===== src/rtl/mips32_disp_pkg.sv =====
// Shared types and helpers for the register display path.
// Optional build macro: BCD_SIGNED_EN (two's complement operand + sign flag).
package mips32_disp_pkg;

  typedef enum logic {IDLE, SHIFT} state_t;

  localparam int BCD_W = 4;

  // ceil(width * log10(2)) in integer arithmetic
  function automatic int min_digits(input int width);
    return (width * 30103 + 99999) / 100000;
  endfunction

endpackage


===== src/rtl/reg_bcd_converter_if.sv =====
// Operand handshake and BCD result bundle of the display converter.
// Optional build macro: BCD_SIGNED_EN adds the sign signal.
interface reg_bcd_converter_if
  import mips32_disp_pkg::*;
#(
  parameter int WIDTH  = 32,
  parameter int DIGITS = 10
);

  logic [WIDTH-1:0]        in_data;
  logic                    in_valid;
  logic                    in_ready;
  logic [BCD_W*DIGITS-1:0] bcd_out;
  logic                    bcd_valid;
  logic                    busy;
  logic                    ovf;
`ifdef BCD_SIGNED_EN
  logic                    sign;
`endif

  modport master (
    output in_data,
    output in_valid,
    input  in_ready,
    input  bcd_out,
    input  bcd_valid,
    input  busy,
    input  ovf
`ifdef BCD_SIGNED_EN
    ,
    input  sign
`endif
  );

  modport slave (
    input  in_data,
    input  in_valid,
    output in_ready,
    output bcd_out,
    output bcd_valid,
    output busy,
    output ovf
`ifdef BCD_SIGNED_EN
    ,
    output sign
`endif
  );

endinterface


===== src/rtl/bcd_digit_adj.sv =====
// Shift-and-add-3 correction for one BCD nibble.
// Optional build macro: BCD_SIGNED_EN (no effect here).
module bcd_digit_adj
  import mips32_disp_pkg::*;
(
  input  logic [BCD_W-1:0] nib,
  output logic [BCD_W-1:0] adj
);

  assign adj = (nib >= 4'd5) ? nib + 4'd3 : nib;

endmodule


===== src/rtl/reg_bcd_converter.sv =====
// Sequential binary-to-BCD converter for the register display.
// Optional build macro: BCD_SIGNED_EN (signed operand, sign output).
module reg_bcd_converter
  import mips32_disp_pkg::*;
#(
  parameter int WIDTH          = 32,
  parameter int DIGITS         = 10,
  parameter int SHOWN_DIGITS   = 8,
  parameter int ONLY_ON_CHANGE = 1
) (
  input  logic clk,
  input  logic rst,
  reg_bcd_converter_if.slave bus
);

  localparam int CNT_W = $clog2(WIDTH);
  localparam int BW    = BCD_W * DIGITS;

  generate
    if (DIGITS < min_digits(WIDTH)) begin : g_chk
      $error("DIGITS too small for WIDTH");
    end
  endgenerate

  state_t           state;
  state_t           state_nx;
  logic [CNT_W-1:0] cnt;
  logic [WIDTH-1:0] shf;
  logic [WIDTH-1:0] shf_nx;
  logic [WIDTH-1:0] mag;
  logic [WIDTH-1:0] oper;
  logic [WIDTH-1:0] last;
  logic             have_last;
  logic [BW-1:0]    work;
  logic [BW-1:0]    adj;
  logic [BW-1:0]    bcd_nx;
  logic             ovf_nx;
  logic             hs;
  logic             skip;
  logic             load;
  logic             done;
  logic             unused_msb;
`ifdef BCD_SIGNED_EN
  logic             sign_pend;
`endif

  assign bus.in_ready = (state == IDLE);
  assign bus.busy     = (state == SHIFT);

  assign hs   = bus.in_valid && bus.in_ready;
  assign skip = (ONLY_ON_CHANGE != 0) && have_last
             && (bus.in_data == last);

`ifdef BCD_SIGNED_EN
  // -2^(WIDTH-1) negates to itself, which reads correctly as unsigned
  assign mag = bus.in_data[WIDTH-1] ? -bus.in_data
                                    : bus.in_data;
`else
  assign mag = bus.in_data;
`endif

  for (genvar i = 0; i < DIGITS; i++) begin : g_adj
    bcd_digit_adj u_adj (
      .nib (work[i*BCD_W +: BCD_W]),
      .adj (adj[i*BCD_W +: BCD_W])
    );
  end

  assign bcd_nx     = {adj[BW-2:0], shf[WIDTH-1]};
  assign shf_nx     = {shf[WIDTH-2:0], 1'b0};
  assign unused_msb = adj[BW-1];

  always_comb begin
    ovf_nx = 1'b0;
    for (int i = SHOWN_DIGITS; i < DIGITS; i++) begin
      ovf_nx = ovf_nx | (|bcd_nx[i*BCD_W +: BCD_W]);
    end
  end

  always_ff @(posedge clk) begin
    if (rst) state <= IDLE;
    else     state <= state_nx;
  end

  always_comb begin
    state_nx = state;
    load     = 1'b0;
    done     = 1'b0;
    unique case (state)
      IDLE: begin
        if (hs && !skip) begin
          load     = 1'b1;
          state_nx = SHIFT;
        end
      end
      SHIFT: begin
        if (cnt == '0) begin
          done     = 1'b1;
          state_nx = IDLE;
        end
      end
    endcase
  end

  always_ff @(posedge clk) begin
    if (rst) begin
      cnt           <= '0;
      shf           <= '0;
      work          <= '0;
      oper          <= '0;
      last          <= '0;
      have_last     <= 1'b0;
      bus.bcd_out   <= '0;
      bus.bcd_valid <= 1'b0;
      bus.ovf       <= 1'b0;
`ifdef BCD_SIGNED_EN
      sign_pend     <= 1'b0;
      bus.sign      <= 1'b0;
`endif
    end else begin
      bus.bcd_valid <= done;
      if (load) begin
        shf  <= mag;
        work <= '0;
        cnt  <= CNT_W'(WIDTH - 1);
        oper <= bus.in_data;
`ifdef BCD_SIGNED_EN
        sign_pend <= bus.in_data[WIDTH-1];
`endif
      end else if (state == SHIFT) begin
        shf  <= shf_nx;
        work <= bcd_nx;
        cnt  <= cnt - 1'b1;
      end
      if (done) begin
        bus.bcd_out <= bcd_nx;
        bus.ovf     <= ovf_nx;
        last        <= oper;
        have_last   <= 1'b1;
`ifdef BCD_SIGNED_EN
        bus.sign    <= sign_pend;
`endif
      end
    end
  end

endmodule


===== src/flat_wrapper.sv =====
// flat-port wrapper written by rule: the top's interface ports become plain ports
module reg_bcd_converter_flat import mips32_disp_pkg::*;
#(
  parameter int WIDTH          = 32,
  parameter int DIGITS         = 10,
  parameter int SHOWN_DIGITS   = 8,
  parameter int ONLY_ON_CHANGE = 1
)
  (clk, rst, bus_in_data, bus_in_valid, bus_in_ready, bus_bcd_out, bus_bcd_valid, bus_busy, bus_ovf);
  reg_bcd_converter_if #(.WIDTH(WIDTH), .DIGITS(DIGITS)) bus_i ();
  input  logic clk;
  input  logic rst;
  input wire logic [$bits(bus_i.in_data)-1:0] bus_in_data;
  input wire logic [$bits(bus_i.in_valid)-1:0] bus_in_valid;
  output wire logic [$bits(bus_i.in_ready)-1:0] bus_in_ready;
  output wire logic [$bits(bus_i.bcd_out)-1:0] bus_bcd_out;
  output wire logic [$bits(bus_i.bcd_valid)-1:0] bus_bcd_valid;
  output wire logic [$bits(bus_i.busy)-1:0] bus_busy;
  output wire logic [$bits(bus_i.ovf)-1:0] bus_ovf;
  assign bus_i.in_data = bus_in_data;
  assign bus_i.in_valid = bus_in_valid;
  assign bus_in_ready = bus_i.in_ready;
  assign bus_bcd_out = bus_i.bcd_out;
  assign bus_bcd_valid = bus_i.bcd_valid;
  assign bus_busy = bus_i.busy;
  assign bus_ovf = bus_i.ovf;
  reg_bcd_converter #(.WIDTH(WIDTH), .DIGITS(DIGITS), .SHOWN_DIGITS(SHOWN_DIGITS), .ONLY_ON_CHANGE(ONLY_ON_CHANGE)) u_core (.clk(clk), .rst(rst), .bus(bus_i));
endmodule

===== config.mk =====
export PLATFORM = sky130hd
export DESIGN_NAME = reg_bcd_converter_flat
export DESIGN_NICKNAME = d
export VERILOG_FILES = /design/src/rtl/mips32_disp_pkg.sv /design/src/rtl/reg_bcd_converter_if.sv /design/src/rtl/bcd_digit_adj.sv /design/src/rtl/reg_bcd_converter.sv /design/src/flat_wrapper.sv
export SDC_FILE = /design/constraint.sdc
export NUM_CORES = 1
export LEC_CHECK = 0
export BUFFER_PORTS_ARGS = -buffer_cell sky130_fd_sc_hd__buf_2
export CORE_UTILIZATION = 55
export DETAILED_ROUTE_END_ITERATION = 8
export PLACE_DENSITY = 0.74
export SLEW_MARGIN = 20
export SYNTH_ARGS = -nofsm -noshare
export SYNTH_HDL_FRONTEND = slang
export SYNTH_HIERARCHICAL = 1
export SYNTH_SLANG_ARGS = --single-unit

===== constraint.sdc =====
create_clock -name clk -period 2.75 [get_ports clk]
set_input_delay 0.275 -clock clk [delete_from_list [all_inputs] [get_ports clk]]
set_output_delay 0.275 -clock clk [all_outputs]
set_load 0.1 [all_outputs]

# After elaboration in Yosys (flattened, before gate mapping)
# Index checks and enable logic that the tools add are counted.
[word_totals] ff_bits=185 in_bits=35 wordCells=63
[classes] n_addsub=11 magnitude_cmp=10 eq_ne=1 n_mux=20 n_bitwise=2 reduce_logical=9
[ops] op="$mux W32" n=2
[ops] op="$ge A4 B3 Y1 const B" n=10
[ops] op="$add A4 B2 Y4 const B" n=9
[ops] op="$mux W4" n=9
[ops] op="$eq A32 B32 Y1" n=1
[ops] op="$mux W5" n=2
[ops] op="$reduce_or A4 Y1" n=2
[ops] op="$logic_not A5 Y1" n=1
[ops] op="$mux W1" n=5
[ops] op="$sub A5 B1 Y5 const B" n=1
[ops] op="$add A3 B2 Y3 const B" n=1
[ops] op="$logic_and A1 B1 Y1" n=3
[ops] op="$mux W3" n=1
[ops] op="$pmux W1 S2" n=1
[ops] op="$reduce_bool A2 Y1" n=1
[ops] op="$reduce_or A2 Y1" n=1
[ops] op="$logic_not A1 Y1" n=1
[ops] op="$not A1 Y1" n=1
[ops] op="$or A1 B1 Y1" n=1

# Logic depth before layout (Yosys ltp)
[depth] depth_word=7 mapped_depth=8

# Modules after synthesis
# The synthesis kept the hierarchy.
[by_module_without_submodules] module="reg_bcd_converter" instances=1 cells_per_inst=1061 area_each_um2=8906.0 seq_area_each_um2=3703.6
[by_module_without_submodules] module="bcd_digit_adj" instances=10 cells_per_inst=16 area_each_um2=101.3 seq_area_each_um2=0.0

# Worst setup path before layout
# OpenSTA, ideal clock, no wires.
[synth_timing] path_type="register to register" start="reg u_core.state, in the netlist u_core/bus.busy" end="reg u_core.cnt[3]" t_arrival_ps=2407 t_required_ps=2596 setup_slack_ps=189 path_stages_with_launch=6 path_buffers=1 synth_period_minus_slack_ps=2561 path_cell_list="dfxtp_1 > clkbuf_1 > inv_1 > nor4_1 > xnor2_1 > o22ai_1"
[synth_via] elab_chain_len=6 word_cells_on_any_way=7 cone_classes="mux (3); bitwise (1); reduce/logical (3)"
[synth_lines] item="start: declaration" line_no="reg_bcd_converter.sv:25" text="state_t state;"
[synth_lines] item="start signal: assignment" line_no="reg_bcd_converter.sv:82" text="else state <= state_nx;"
[synth_lines] item="$not A1 Y1 (*)" line_no="reg_bcd_converter.sv:47" text="assign bus.in_ready = (state == IDLE);"
[synth_lines] item="via bus_in_ready" line_no="flat_wrapper.sv:15" text="output wire logic [$bits(bus_i.in_ready)-1:0] bus_in_ready;"
[synth_lines] item="$logic_and A1 B1 Y1 (*)" line_no="reg_bcd_converter.sv:50" text="assign hs = bus.in_valid && bus.in_ready;"
[synth_lines] item="$logic_and A1 B1 Y1 (*)" line_no="reg_bcd_converter.sv:91" text="if (hs && !skip) begin"
[synth_lines] item="$mux W1 (*)" line_no="reg_bcd_converter.sv:91"
[synth_lines] item="$mux W1 (*)" line_no="reg_bcd_converter.sv:89" text="unique case (state)"
[synth_lines] item="$mux W5 / $reduce_bool A2 Y1 (equally long branches)"
[synth_lines] item="end signal: assignment" line_no="reg_bcd_converter.sv:125" text="cnt <= CNT_W'(WIDTH - 1);"
[synth_lines] item="end signal: assignment" line_no="reg_bcd_converter.sv:133" text="cnt <= cnt - 1'b1;"
[synth_lines] item="end: declaration" line_no="reg_bcd_converter.sv:27" text="logic [CNT_W-1:0] cnt;"
# The timed path passes the listed nets; every way through them passes the cells marked *.
# A chain may end at the register's enable or synchronous reset.

# Worst setup path after layout
[layout_timing] start="reg u_core.last[30]" end="reg u_core.cnt[4]"
[layout_via] elab_chain_len=7 word_cells_on_any_way=8 cone_classes="eq/ne (1); mux (3); reduce/logical (4)"
[layout_lines] item="start: declaration" line_no="reg_bcd_converter.sv:32" text="logic [WIDTH-1:0] last;"
[layout_lines] item="start signal: assignment" line_no="reg_bcd_converter.sv:138" text="last <= oper;"
[layout_lines] item="$eq A32 B32 Y1 (*)" line_no="reg_bcd_converter.sv:52" text="&& (bus.in_data == last);"
[layout_lines] item="$logic_and A1 B1 Y1 (*)" line_no="reg_bcd_converter.sv:52"
[layout_lines] item="$logic_not A1 Y1 (*)" line_no="reg_bcd_converter.sv:91"
[layout_lines] item="$logic_and A1 B1 Y1 (*)" line_no="reg_bcd_converter.sv:91"
[layout_lines] item="$mux W1 (*)" line_no="reg_bcd_converter.sv:91"
[layout_lines] item="$mux W1 (*)" line_no="reg_bcd_converter.sv:89"
[layout_lines] item="$mux W5 / $reduce_bool A2 Y1 (equally long branches)"
# Mark *: on every way between the ends. The rest lies on a longest branch, timed or not.

==> impl_results.md <==
- Syn_area_per_cell: 8.13 um2
- CTS H-tree depth: 4
- Filler cell count: 1551
- Initial antenna violation count: 0
- R2r startpoint: u_core/last[30]
- Area grow syn2layout: 9.58%
- Worst path most repeated cell: buf_4
- Crit path cell chain: xnor2_1 -> nand4_1 -> or3_2 -> buf_4 -> nor4_1 -> buf_4 -> o22ai_1
- Die Span X: 136 um
- Comb pwr share: 13.8%
- Pint: 4.61 mW
- Overall Power: 6.31 mW
- Die ar.: 18500 um2
- Non-Filler Instances: 1472
- Worst Setup Start Kind: flop
- Max Clk Rate: 391 MHz
- Sw Ratio: 26.9%
- DRC: 0
- Placer Congestion: 0.798
- DP Cell Count: 1442
- Switching power: 1.69 mW
- Clk slew on worst S/H paths: 0.07 ns
- Via density: 5.92
- Power per Cell Area: 582 nW/um2
- Final net count: 1293
- Syn. warnings: 6
- Syn Nets: 1274
- CP max-delay cell: or3_2
- RSZ-0062 raised after global routing: no
- Starting density of the core: 56.8%
- Hold_ws: 0.211 ns
- Total CTS buffers: 17
- GR Util All Layers: 26.1%
- Final Max Tran Viols: 0
- Reg power frac: 47.2%
- Clock share of power: 39.0%
- CP startpoint: u_core/last[30]
- Max cap viols: 0
- # rows: 48
- CTS tree: done
- Hold buffer count at cts: 0
- Setup Fix Bufs, Post-CTS: 0
- Vias: 8715
- Final hold vios: 0
- Worst-path fanout max: 49
- Drt pass-1 iters: 5
- VDD IR max: 488 uV
- CP top delay family: simple AND/OR/NAND/NOR gates
- Largest net degree at the start of global routing: 154
- Final min period: 2.56 ns
- HP Class: primary input to flop
- WS Path Type: flop to flop
- # diodes: 0
- Clk sinks: 185
- GRT Residual Overflow: 0
- Die Y-Extent: 136 um
- Element type at the critical path end: flop
- CTS root buffer: clkbuf_16
- Final wirelength: 23.5 mm
- Highest cell delay on the worst timing path: 0.54 ns
- Clk Latency, worst-skew pair: 0.43 ns
- Cts repair resizes: 0
- Worst slew margin: 47.1%
- Initial drt markers: 685
- Setup tns final: 0 ns
- Skew final: 0.0126 ns
- Port Buffers: 78
- HPWL Detailed: 14.8 mm
- Status: finished clean
- IO Pins: 79
- Hold Path Origin: bus_in_data[2]
- Routed Antenna Nets: 0
- WP data required: 3.02 ns
- Vias in the first global route: 7971
- Setup violations, final: 0
- First-pass GRT wire length: 38.9 mm
- Post-DR wirelength/cell: 16.0 um
- Clock Path Buffers: 2
- P_leak: 4.00 nW
- Post-Syn Instances: 1217
- Worst Path Arrival: 2.83 ns
- CP Buf/Inv Count: 2
- Final period utilization: 92.9%
- Share of cells above drive strength 1: 15.3%
- Least-Margin Pin Slew: 0.794 ns
- Syn Std Cell Area: 9900 um2
- Total core area: 17400 um2
[power by group through the flow]
stage | sequential [mW] | clock, mW | combinational (mW)
after floorplan | 3.01 | 0 | 0.671
after global placement | 3.03 | 0 | 0.842
after detailed placement | 3.04 | 0 | 0.860
after CTS | 2.98 | 2.50 | 0.863
after global routing | 3.00 | 2.60 | 0.954
final | 2.98 | 2.46 | 0.868
[through the flow]
stage	instance area [um2]	util (%)	setup slack (ns)
final	10800	62.3	0.195
after CTS	10800	62.3	0.224
after floorplan	9900	-	0.189
after detailed placement	10300	58.9	0.177
after global placement	10300	58.9	0.240
after global routing	10800	62.3	0.0894
[state kept, by name, indices dropped and copies added, names as in the netlist]
register / flops
u_core/oper: 32
u_core/have_last: 1
u_core/work: 40
u_core/bus.bcd_out: 40
u_core/bus.busy: 1
u_core/cnt: 5
u_core/bus.ovf: 1
u_core/shf: 32
u_core/last: 32
u_core/bus.bcd_valid: 1
[layout make-up]
type | instances | area [um2] | share of cell area (%)
timing repair buffer | 101 | 657 | 6.06
clock inverter | 7 | 91.3 | 0.842
inverter | 25 | 93.8 | 0.865
multi-input combinational | 906 | 5520 | 50.9
tap | 225 | 282 | 2.60
sequential | 185 | 3710 | 34.2
clock buffer | 23 | 498 | 4.59
[worst register-to-register path, cell delays in order, from the launching register on]
cell,delay (ns)
dfxtp_1,0.32
xnor2_1,0.31
nand4_1,0.20
or3_2,0.54
buf_4,0.31
nor4_1,0.42
buf_4,0.22
o22ai_1,0.08
[final timing paths]
kind	endpoint	slack, ns	depth (start not counted)
max	u_core/cnt[4]	0.19	7
min	u_core/shf[2]	0.21	3
max reg2reg	u_core/cnt[4]	0.19	7
min reg2reg	u_core/bus.bcd_out[11]	0.45	2
[metal layers]
metal / global-route usage [%] / up-vias / routed length, um
li1: - / 4299 / -
met1: 33.9 / 4106 / 10600
met2: 43.6 / 277 / 11200
met3: 3.47 / 33 / 1250
met4: 10.1 / 0 / 413
met5: 0 / - / 0
[layout by cell type, fill, tap and decap left out, drive strengths merged, types with 4 or more instances in the layout]
cell type	count
nand2	282
and3	33
buf	101
nand2b	56
xor2	17
clkinv	4
a211oi	40
nor2	50
o21ai	81
a21oi	115
o22ai	5
dfxtp	185
clkbuf	23
o221ai	31
a31oi	31
ha	22
mux2i	50
o311ai	33
inv	25
xnor2	26
nand4	5
nor4	10
No activity file was read; power rests on OpenSTA's default activity.
